`config.mk`:
```
export PLATFORM = sky130hd
export DESIGN_NAME = stim_gen
export DESIGN_NICKNAME = d
export VERILOG_FILES = /design/src/rtl/stim_gen_pkg.sv /design/src/rtl/stim_pattern.sv /design/src/rtl/stim_gen.sv
export SDC_FILE = /design/constraint.sdc
export NUM_CORES = 1
export LEC_CHECK = 0
export CELL_PAD_IN_SITES_DETAIL_PLACEMENT = 0
export CELL_PAD_IN_SITES_GLOBAL_PLACEMENT = 1
export CORE_ASPECT_RATIO = 0.5
export CORE_UTILIZATION = 32
export DETAILED_ROUTE_END_ITERATION = 6
export PLACE_DENSITY_LB_ADDON = 0.1
export SYNTH_ARGS = -nofsm -noshare
export SYNTH_HDL_FRONTEND = slang
export SYNTH_HIERARCHICAL = 1
export SYNTH_SLANG_ARGS = --single-unit
```
`constraint.sdc`:
```
create_clock -name clk -period 1.6 [get_ports clk]
set_clock_uncertainty 0.2 [all_clocks]
set_input_delay 0.32 -clock clk [delete_from_list [all_inputs] [get_ports clk]]
set_output_delay 0.32 -clock clk [all_outputs]
set_load 0.05 [all_outputs]
```
`src/rtl/stim_gen_pkg.sv`:
```
// Shared types and constants for the stimulus generator.
package stim_gen_pkg;

  typedef enum logic [1:0] {
    ST_IDLE = 2'd0,
    ST_RUN  = 2'd1,
    ST_DONE = 2'd2
  } state_e;

  // Taps d[7], d[5], d[4], d[3] of the 8-bit Fibonacci LFSR
  localparam logic [7:0] LFSR_TAPS = 8'hB8;
  localparam logic [7:0] DEF_SEED  = 8'hA5;

  function automatic logic lfsr_fb(input logic [7:0] d);
    return ^(d & LFSR_TAPS);
  endfunction

endpackage

```
`src/rtl/stim_pattern.sv`:
```
// Next-value generator: 8-bit left-shifting LFSR when STIM_GEN_LFSR_EN is
// defined, otherwise a wrapping incrementer.
module stim_pattern
  import stim_gen_pkg::*;
#(
  parameter int DATA_WIDTH = 8
) (
  input  logic [DATA_WIDTH-1:0] i_cur,
  output logic [DATA_WIDTH-1:0] o_next
);

`ifdef STIM_GEN_LFSR_EN
  if (DATA_WIDTH != 8) begin : g_bad_width
    $error("stim_pattern: LFSR mode requires DATA_WIDTH == 8");
  end
  assign o_next = {i_cur[6:0], lfsr_fb(i_cur[7:0])};
`else
  assign o_next = i_cur + DATA_WIDTH'(1);
`endif

endmodule

```
`src/rtl/stim_gen.sv`:
```
// Stimulus generator: emits NUM_ITEMS items per run over a valid/ready link and
// a one-cycle-delayed expected response (inverted item). LFSR mode: STIM_GEN_LFSR_EN.
module stim_gen
  import stim_gen_pkg::*;
#(
  parameter int                    DATA_WIDTH = 8,
  parameter int                    NUM_ITEMS  = 16,
  parameter logic [DATA_WIDTH-1:0] SEED       = DATA_WIDTH'(DEF_SEED)
) (
  input  logic                  clk,
  input  logic                  reset,
  input  logic                  start,
  input  logic                  ready,
  output logic                  valid,
  output logic [DATA_WIDTH-1:0] data_out,
  output logic                  exp_valid,
  output logic [DATA_WIDTH-1:0] exp_data,
  output logic                  busy,
  output logic                  done,
  output logic [7:0]            sent_cnt
);

`ifdef STIM_GEN_LFSR_EN
  // An all-zero LFSR state would lock up, so substitute 1
  localparam logic [DATA_WIDTH-1:0] LOAD_SEED = (SEED == '0) ? DATA_WIDTH'(1) : SEED;
`else
  localparam logic [DATA_WIDTH-1:0] LOAD_SEED = SEED;
`endif

  state_e                  r_state, w_state_nxt;
  logic                    r_valid;
  logic [DATA_WIDTH-1:0]   r_data;
  logic                    r_exp_valid;
  logic [DATA_WIDTH-1:0]   r_exp_data;
  logic [7:0]              r_cnt;
  logic [DATA_WIDTH-1:0]   w_next;
  logic                    w_hs;
  logic                    w_last;
  logic                    w_load;
  logic                    w_busy;
  logic                    w_done;

  stim_pattern #(.DATA_WIDTH(DATA_WIDTH)) u_pattern (
    .i_cur  (r_data),
    .o_next (w_next)
  );

  assign w_hs   = r_valid & ready;
  assign w_last = (r_cnt + 8'd1) == 8'(NUM_ITEMS);
  assign w_load = (r_state == ST_IDLE) & start;

  always_ff @(posedge clk) begin
    if (!reset) r_state <= ST_IDLE;
    else        r_state <= w_state_nxt;
  end

  always_comb begin
    w_state_nxt = r_state;
    w_busy      = 1'b0;
    w_done      = 1'b0;
    case (r_state)
      ST_IDLE: if (start) w_state_nxt = ST_RUN;
      ST_RUN: begin
        w_busy = 1'b1;
        if (w_hs && w_last) w_state_nxt = ST_DONE;
      end
      ST_DONE: begin
        w_done      = 1'b1;
        w_state_nxt = ST_IDLE;
      end
      default: w_state_nxt = ST_IDLE;
    endcase
  end

  always_ff @(posedge clk) begin
    if (!reset) begin
      r_valid     <= 1'b0;
      r_data      <= '0;
      r_cnt       <= '0;
      r_exp_valid <= 1'b0;
      r_exp_data  <= '0;
    end else begin
      r_exp_valid <= w_hs;
      if (w_hs) r_exp_data <= ~r_data;
      if (w_load) begin
        r_valid <= 1'b1;
        r_data  <= LOAD_SEED;
        r_cnt   <= '0;
      end else if (w_hs) begin
        r_data <= w_next;
        r_cnt  <= r_cnt + 8'd1;
        if (w_last) r_valid <= 1'b0;
      end
    end
  end

  assign valid     = r_valid;
  assign data_out  = r_data;
  assign exp_valid = r_exp_valid;
  assign exp_data  = r_exp_data;
  assign busy      = w_busy;
  assign done      = w_done;
  assign sent_cnt  = r_cnt;

endmodule
```
==> results by group, run 1 <==
Worst setup path
  • Crit-path cells: buf_6, and4_4, a21o_1, a2111oi_2, and4_1
  • Worst Setup Start Kind: flip-flop
  • Max incr delay on CP: 0.37 ns
  • WP data required: 1.62 ns
  • CP Buf/Inv Count: 1
  • CP endpoint kind: flip-flop
  • Crit Path Max Fanout: 7
  • CP top delay family: compound AO/OA/AOI/OAI gates
  • Worst path slowest cell: dfxtp_4
  • CP arrival: 1.68 ns
  • Worst setup path category: reg2reg

Clock tree
  • CTS root buf: clkbuf_8
  • Total CTS buffers: 3
  • Clk slew on worst S/H paths: 0.10 ns
  • CTS tree: done
  • CTS hold repair buffers: 0
  • Sink Count: 28
  • # H-tree levels: 1
  • Clock Path Buffers: 2
  • Clk_lat worst skew: 0.28 ns

Layout
  • Filler instances: 339
  • Area growth from synthesis to layout: 75.6%
  • Share of layout cells above drive strength 1: 39.9%
  • # diodes: 0
  • Flip-flop and latch area: 591 sq um
  • Area of the multi-input gates: 816 sq um
  • Post-layout net count: 216
  • Post-route cell area: 2330 sq um

Route
  • Routed vias: 1261
  • DRT Wirelength: 3170 microns
  • WL/cell: 12.1 microns
  • Vias per cell: 4.81
  • DRC: 0
  • 1st-pass router iterations: 4
  • DRT antenna net count: 0
  • Initial drt markers: 20

Flow run
  • # Max-Cap Violations: 0

Global route
  • Largest net degree at the start of global routing: 21
  • Antenna violations before repair: 0
  • GRT busiest layer: met2
  • Global-route usage over all layers: 15.6%
  • Global-route wire length before repair: 5240 microns
  • Grt met1 use: 20.1%
  • Met3 usage: 4.60%
  • Grt met2 use: 27.5%
  • Total grt overflow: 0
  • Vias in the first global route: 1147

Synth
  • Post-synthesis sequential area ratio: 42.2%
  • FF+latch count, synth: 28
  • Syn_nets: 167
  • Synth warnings: 6
  • Mapped Area: 1330 sq um
  • Synth cell types: 34
  • Synth Instances: 160
  • Synthesized area per cell: 8.30 sq um

STA
  • Worst-margin pin slew: 0.427 ns
  • Final Cycle Share: 104%
  • Slew HR: 71.5%
  • # setup viols final: 3
  • Unrepaired setup endpoints after global routing: yes
  • Minimum clock period: 1.66 ns
  • PnR worst setup slack: -0.0583 ns
  • FMAX: 603 MHz
  • Fin. Hold Viols: 0
  • Setup TNS: -0.162 ns
  • Final Slew Violations: 0

Outcome
  • Status: complete, but fails checks
  • Failing checks: setup timing

Floorplan
  • Top Ports: 32
  • Die H: 47.5 microns
  • CORE AREA: 3940 sq um
  • Initial Utilization: 33.7%
  • Die width: 93.1 microns
  • Die ar.: 4430 sq um
  • Row Count: 16

Pwr
  • Pwr dens: 693 nW/um^2
  • P_leak: 0.849 nW
  • Worst vdd ir: 0.456 mV

Place
  • Global placement routability congestion: 0.762
  • I/O Buffers: 31
  • DP Wirelength: 2240 microns
  • Dpl ws: -0.290 ns
  • Placed Area: 2150 sq um

Hold path
  • HP Class: reg2reg
[cell type report]
class / count / share of cell area [%]
Multi-Input combinational cell: 120 / 35.0
Sequential cell: 28 / 25.3
Tap cell: 54 / 2.90
Timing Repair Buffer: 53 / 33.4
Inverter: 3 / 0.483
Clock buffer: 4 / 2.84
[stage by stage]
stage | instances | utilization, % | power (W) | hold WS (ns)
2_1_floorplan | 160 | - | 0.000938 | 0.248
3_3_place_gp | 256 | 54.5 | 0.00113 | 0.284
3_5_place_dp | 256 | 54.5 | 0.00113 | 0.286
4_1_cts | 262 | 57.7 | 0.00164 | 0.301
5_1_grt | 262 | 59.1 | 0.00170 | 0.327
6_report | 262 | 59.1 | 0.00162 | 0.297
[worst paths after layout]
path,from,end,slack (ns),depth (start not counted)
min reg2reg,exp_data[5],exp_data[5],0.30,2
min,exp_data[5],exp_data[5],0.30,2
max,sent_cnt[0],r_state[1],-0.06,5
max reg2reg,sent_cnt[0],r_state[1],-0.06,5
[flip-flops by register name (all words and copies together), names as in the netlist]
register   count
exp_valid      1
r_state        2
sent_cnt       8
valid          1
exp_data       8
data_out       8
[cells in the mapped netlist (all sizes together)]
cell type / count / share of area [%]
nand2: 31 / 8.8
dfxtp: 28 / 42
nor2: 14 / 4.0
a21oi: 10 / 3.8
xnor2: 8 / 5.3
nand3: 7 / 3.0
a31oi: 6 / 2.8
clkbuf: 5 / 1.4
xor2: 5 / 3.3
a211oi: 4 / 2.3
buf: 4 / 2.0
nand2b: 4 / 1.9
nor3: 4 / 1.9
o21ai: 4 / 1.5
ha: 3 / 2.8
inv: 3 / 0.85
a2111oi: 2 / 2.3
and2: 2 / 0.94
and3: 2 / 1.0
and4: 2 / 1.3
nand4: 2 / 0.94
nor2b: 2 / 0.94
a21bo: 1 / 0.75
a21o: 1 / 0.57
a311oi: 1 / 0.66
a31o: 1 / 0.66
a41oi: 1 / 0.66
nand3b: 1 / 0.57
nor4: 1 / 0.47
or3: 1 / 0.47
[report_power, final]
group          leakage [nW]  switching (W)  internal, W  total [W]
sequential            0.236      0.0000345     0.000720   0.000754
clock                0.0339       0.000226     0.000272   0.000498
combinational         0.579       0.000192     0.000171   0.000363
total                 0.849       0.000452      0.00116    0.00162
[cells by family after synthesis]
kind of cell / after synthesis / share of synthesized area [%]
AND/OR/NAND/NOR: 73 / 26.2
AO/OA/AOI/OAI: 31 / 15.9
adder cells (fa/ha/maj): 3 / 2.83
flip-flops: 28 / 42.2
XOR/XNOR: 13 / 8.58
buffers and inverters: 12 / 4.24
[cell usage in the layout, fill, tap and decap left out, types with 3 or more instances in the layout]
cell	netlist	final
nand2_1	31	31
buf_12	0	29
buf_4	0	18
dfxtp_1	28	16
nor2_1	14	14
a21oi_1	10	10
xnor2_1	8	7
a31oi_1	6	6
dfxtp_2	0	6
dfxtp_4	0	6
nand3_1	6	5
xor2_1	5	5
o21ai_0	4	4
nor3_2	1	4
a211oi_1	4	4
nand2b_1	4	4
inv_1	3	3
clkbuf_8	0	3
clkdlybuf4s50_1	0	3
buf_6	1	3
[per-layer routing]
layer,vias to the layer above,wire length [microns]
li1,647,-
met1,595,1590
met2,19,1460
met3,0,113
met4,0,0
met5,-,0
[timing repair]
item / in CTS / in global routing
endpoints found under the setup margin: 4 / 7
pin swaps: 5 / 3
gates resized for setup: 7 / 11
setup buffers: 2 / 0
[worst register-to-register path, delay by kind of cell (launching register included)]
kind / cells / cell delay [ns]
AO/OA/AOI/OAI: 2 / 0.56
buffers and inverters: 1 / 0.13
flip-flops: 1 / 0.37
AND/OR/NAND/NOR: 2 / 0.36
Power figures use the tool's default switching activity.
==> run 2, diff against run 1 <==
GPL_TIMING_DRIVEN = 0   (was unset)
==> run 2 against run 1 <==
The flow still finishes with violations (setup timing); core utilization fell by 8.8 points; non-clock buffer count fell by 4; sequential power fell by 0.5%; critical path type unchanged.
==> results by group, run 2 (synthesis gave the netlist of run 1 again) <==
Outcome
  • Status: complete, but fails checks
  • Failing checks: setup timing

Place
  • Placed Area: 1760 sq um
  • I/O Buffers: 31
  • Global placement routability congestion: 0.737
  • DP Wirelength: 2210 microns

Flow run
  • # Max-Cap Violations: 0

Floorplan
  • Row Count: 16
  • Die ar.: 4430 sq um
  • Top Ports: 32
  • CORE AREA: 3940 sq um
  • Initial Utilization: 33.7%
  • Die H: 47.5 microns
  • Die width: 93.1 microns

Global route
  • Total grt overflow: 0
  • Vias in the first global route: 1090
  • Largest net degree at the start of global routing: 16
  • Global-route usage over all layers: 16.2%
  • Global-route wire length before repair: 5270 microns
  • Antenna violations before repair: 0

Layout
  • Most common cell after layout, fill and taps aside: nand2_1
  • Share of layout cells above drive strength 1: 39.2%
  • # diodes: 0
  • Filler instances: 376
  • Flip-flop and latch area: 592 sq um
  • Area of the multi-input gates: 846 sq um
  • Most frequent cells in the layout: nand2_1, dfxtp_1, nor2_1, clkdlybuf4s15_2, buf_4
  • Area growth from synthesis to layout: 49.6%
  • Post-layout net count: 212
  • Post-route cell area: 1990 sq um
  • Final core occ: 50.3%

Worst setup path
  • Max incr delay on CP: 0.35 ns
  • CP arrival: 1.61 ns
  • Worst path slowest cell: dfxtp_4
  • Crit Path Max Fanout: 6
  • Worst setup path category: reg2reg
  • R2R setup slack: -0.05 ns
  • WP data required: 1.56 ns
  • Worst Setup Start Kind: flip-flop
  • Crit-path cells: buf_6, and4_4, a21o_1, a2111oi_4, a31oi_1
  • CP endpoint kind: flip-flop

Clock tree
  • CTS tree: done
  • Clk_lat worst skew: 0.29 ns
  • Total CTS buffers: 3
  • Clock Path Buffers: 2
  • Clk slew on worst S/H paths: 0.10 ns
  • CTS root buf: clkbuf_8
  • # H-tree levels: 1
  • Sink Count: 28
  • CTS hold repair buffers: 0

STA
  • Unrepaired setup endpoints after global routing: yes
  • Final Slew Violations: 0
  • Fin. Hold Viols: 0
  • Slew HR: 81.5%
  • Worst-margin pin slew: 0.277 ns
  • Final Cycle Share: 103%
  • # setup viols final: 3
  • PnR worst setup slack: -0.0505 ns
  • Minimum clock period: 1.65 ns
  • FMAX: 606 MHz

Route
  • 1st-pass router iterations: 4
  • WL/cell: 13.0 microns
  • Routed vias: 1247
  • DRC: 0
  • Vias per cell: 4.83
  • DRT antenna net count: 0
  • DRT Wirelength: 3350 microns
  • Initial drt markers: 10

Pwr
  • Sw frac: 30.5%
  • Clock power share: 31.1%
  • Pwr dens: 745 nW/um^2
  • P_leak: 0.737 nW
  • Worst vdd ir: 0.417 mV
  • Net switching power: 0.000451 W
  • Internal power: 0.00103 W
  • Share of power burned in registers: 50.7%
  • Comb pwr share: 18.2%

Hold path
  • HP Class: reg2reg
-- run 2: cell types whose count changed in the layout (fill, tap and decap cells not counted), moves of 2 or more --
| cell | delta |
|---|---|
| nand2_1 | -2 |
| buf_2 | +10 |
| nor3_2 | -3 |
| clkbuf_2 | +3 |
| clkdlybuf4s15_2 | +13 |
| nor3_1 | +2 |
| buf_12 | -29 |
| nand2_2 | +2 |
| clkbuf_4 | +4 |
| buf_4 | -7 |
-- run 2: repair_timing --
action,CTS,global route
pin swaps,8,2
endpoints found under the hold margin,0,0
setup buffers,9,1
endpoints found under the setup margin,55,25
gates cloned,0,0
resized for setup,128,28
-- run 2: layer usage --
layer  global-route usage, %  routed length, microns
met5                       0                       0
met3                    4.29                     119
met2                    27.4                    1420
met4                    4.62                      30
met1                    21.1                    1780
-- run 2: final cells by class --
cell class              instances  share of cell area [%]
plain buffers                   8                    3.40
flip-flops and latches         28                    29.8
clock buffers                   4                    2.77
inverters                       3                   0.567
well taps                      54                    3.40
multi-input cells             120                    42.6
repair buffers                 41                    17.5
-- run 2: final timing paths --
path	from	to	depth (start not counted)
max	sent_cnt[2]	valid	5
min	exp_data[4]	exp_data[4]	2
min reg2reg	exp_data[4]	exp_data[4]	2
max reg2reg	sent_cnt[2]	valid	5
-- run 2: through the flow --
step	hold slack, ns	worst slack, ns	total power (W)	setup TNS [ns]	instances
after floorplan	0.248	-0.121	0.000938	-0.335	160
after global placement	0.242	-0.652	0.00103	-15.38	245
after detailed placement	0.249	-0.661	0.00103	-16.07	245
after CTS	0.264	-0.0592	0.00149	-0.122	257
after global routing	0.301	-0.120	0.00155	-0.348	258
final	0.262	-0.0505	0.00148	-0.120	258
-- run 2: worst max-delay path: cells and delay by family (launching register included) --
kind                   cells  cell delay (ns)
AOI/OAI and AO/OA          3             0.67
buffers and inverters      1             0.13
DFF                        1             0.35
and+or+nand+nor            1             0.19
-- run 2: power by group through the flow --
stage | logic, W | clock network, W | registers (W)
final | 0.000269 | 0.000461 | 0.000750
after global routing | 0.000289 | 0.000507 | 0.000756
after CTS | 0.000264 | 0.000475 | 0.000749
after detailed placement | 0.000265 | 0 | 0.000766
after global placement | 0.000264 | 0 | 0.000765
after floorplan | 0.0000815 | 0 | 0.000857
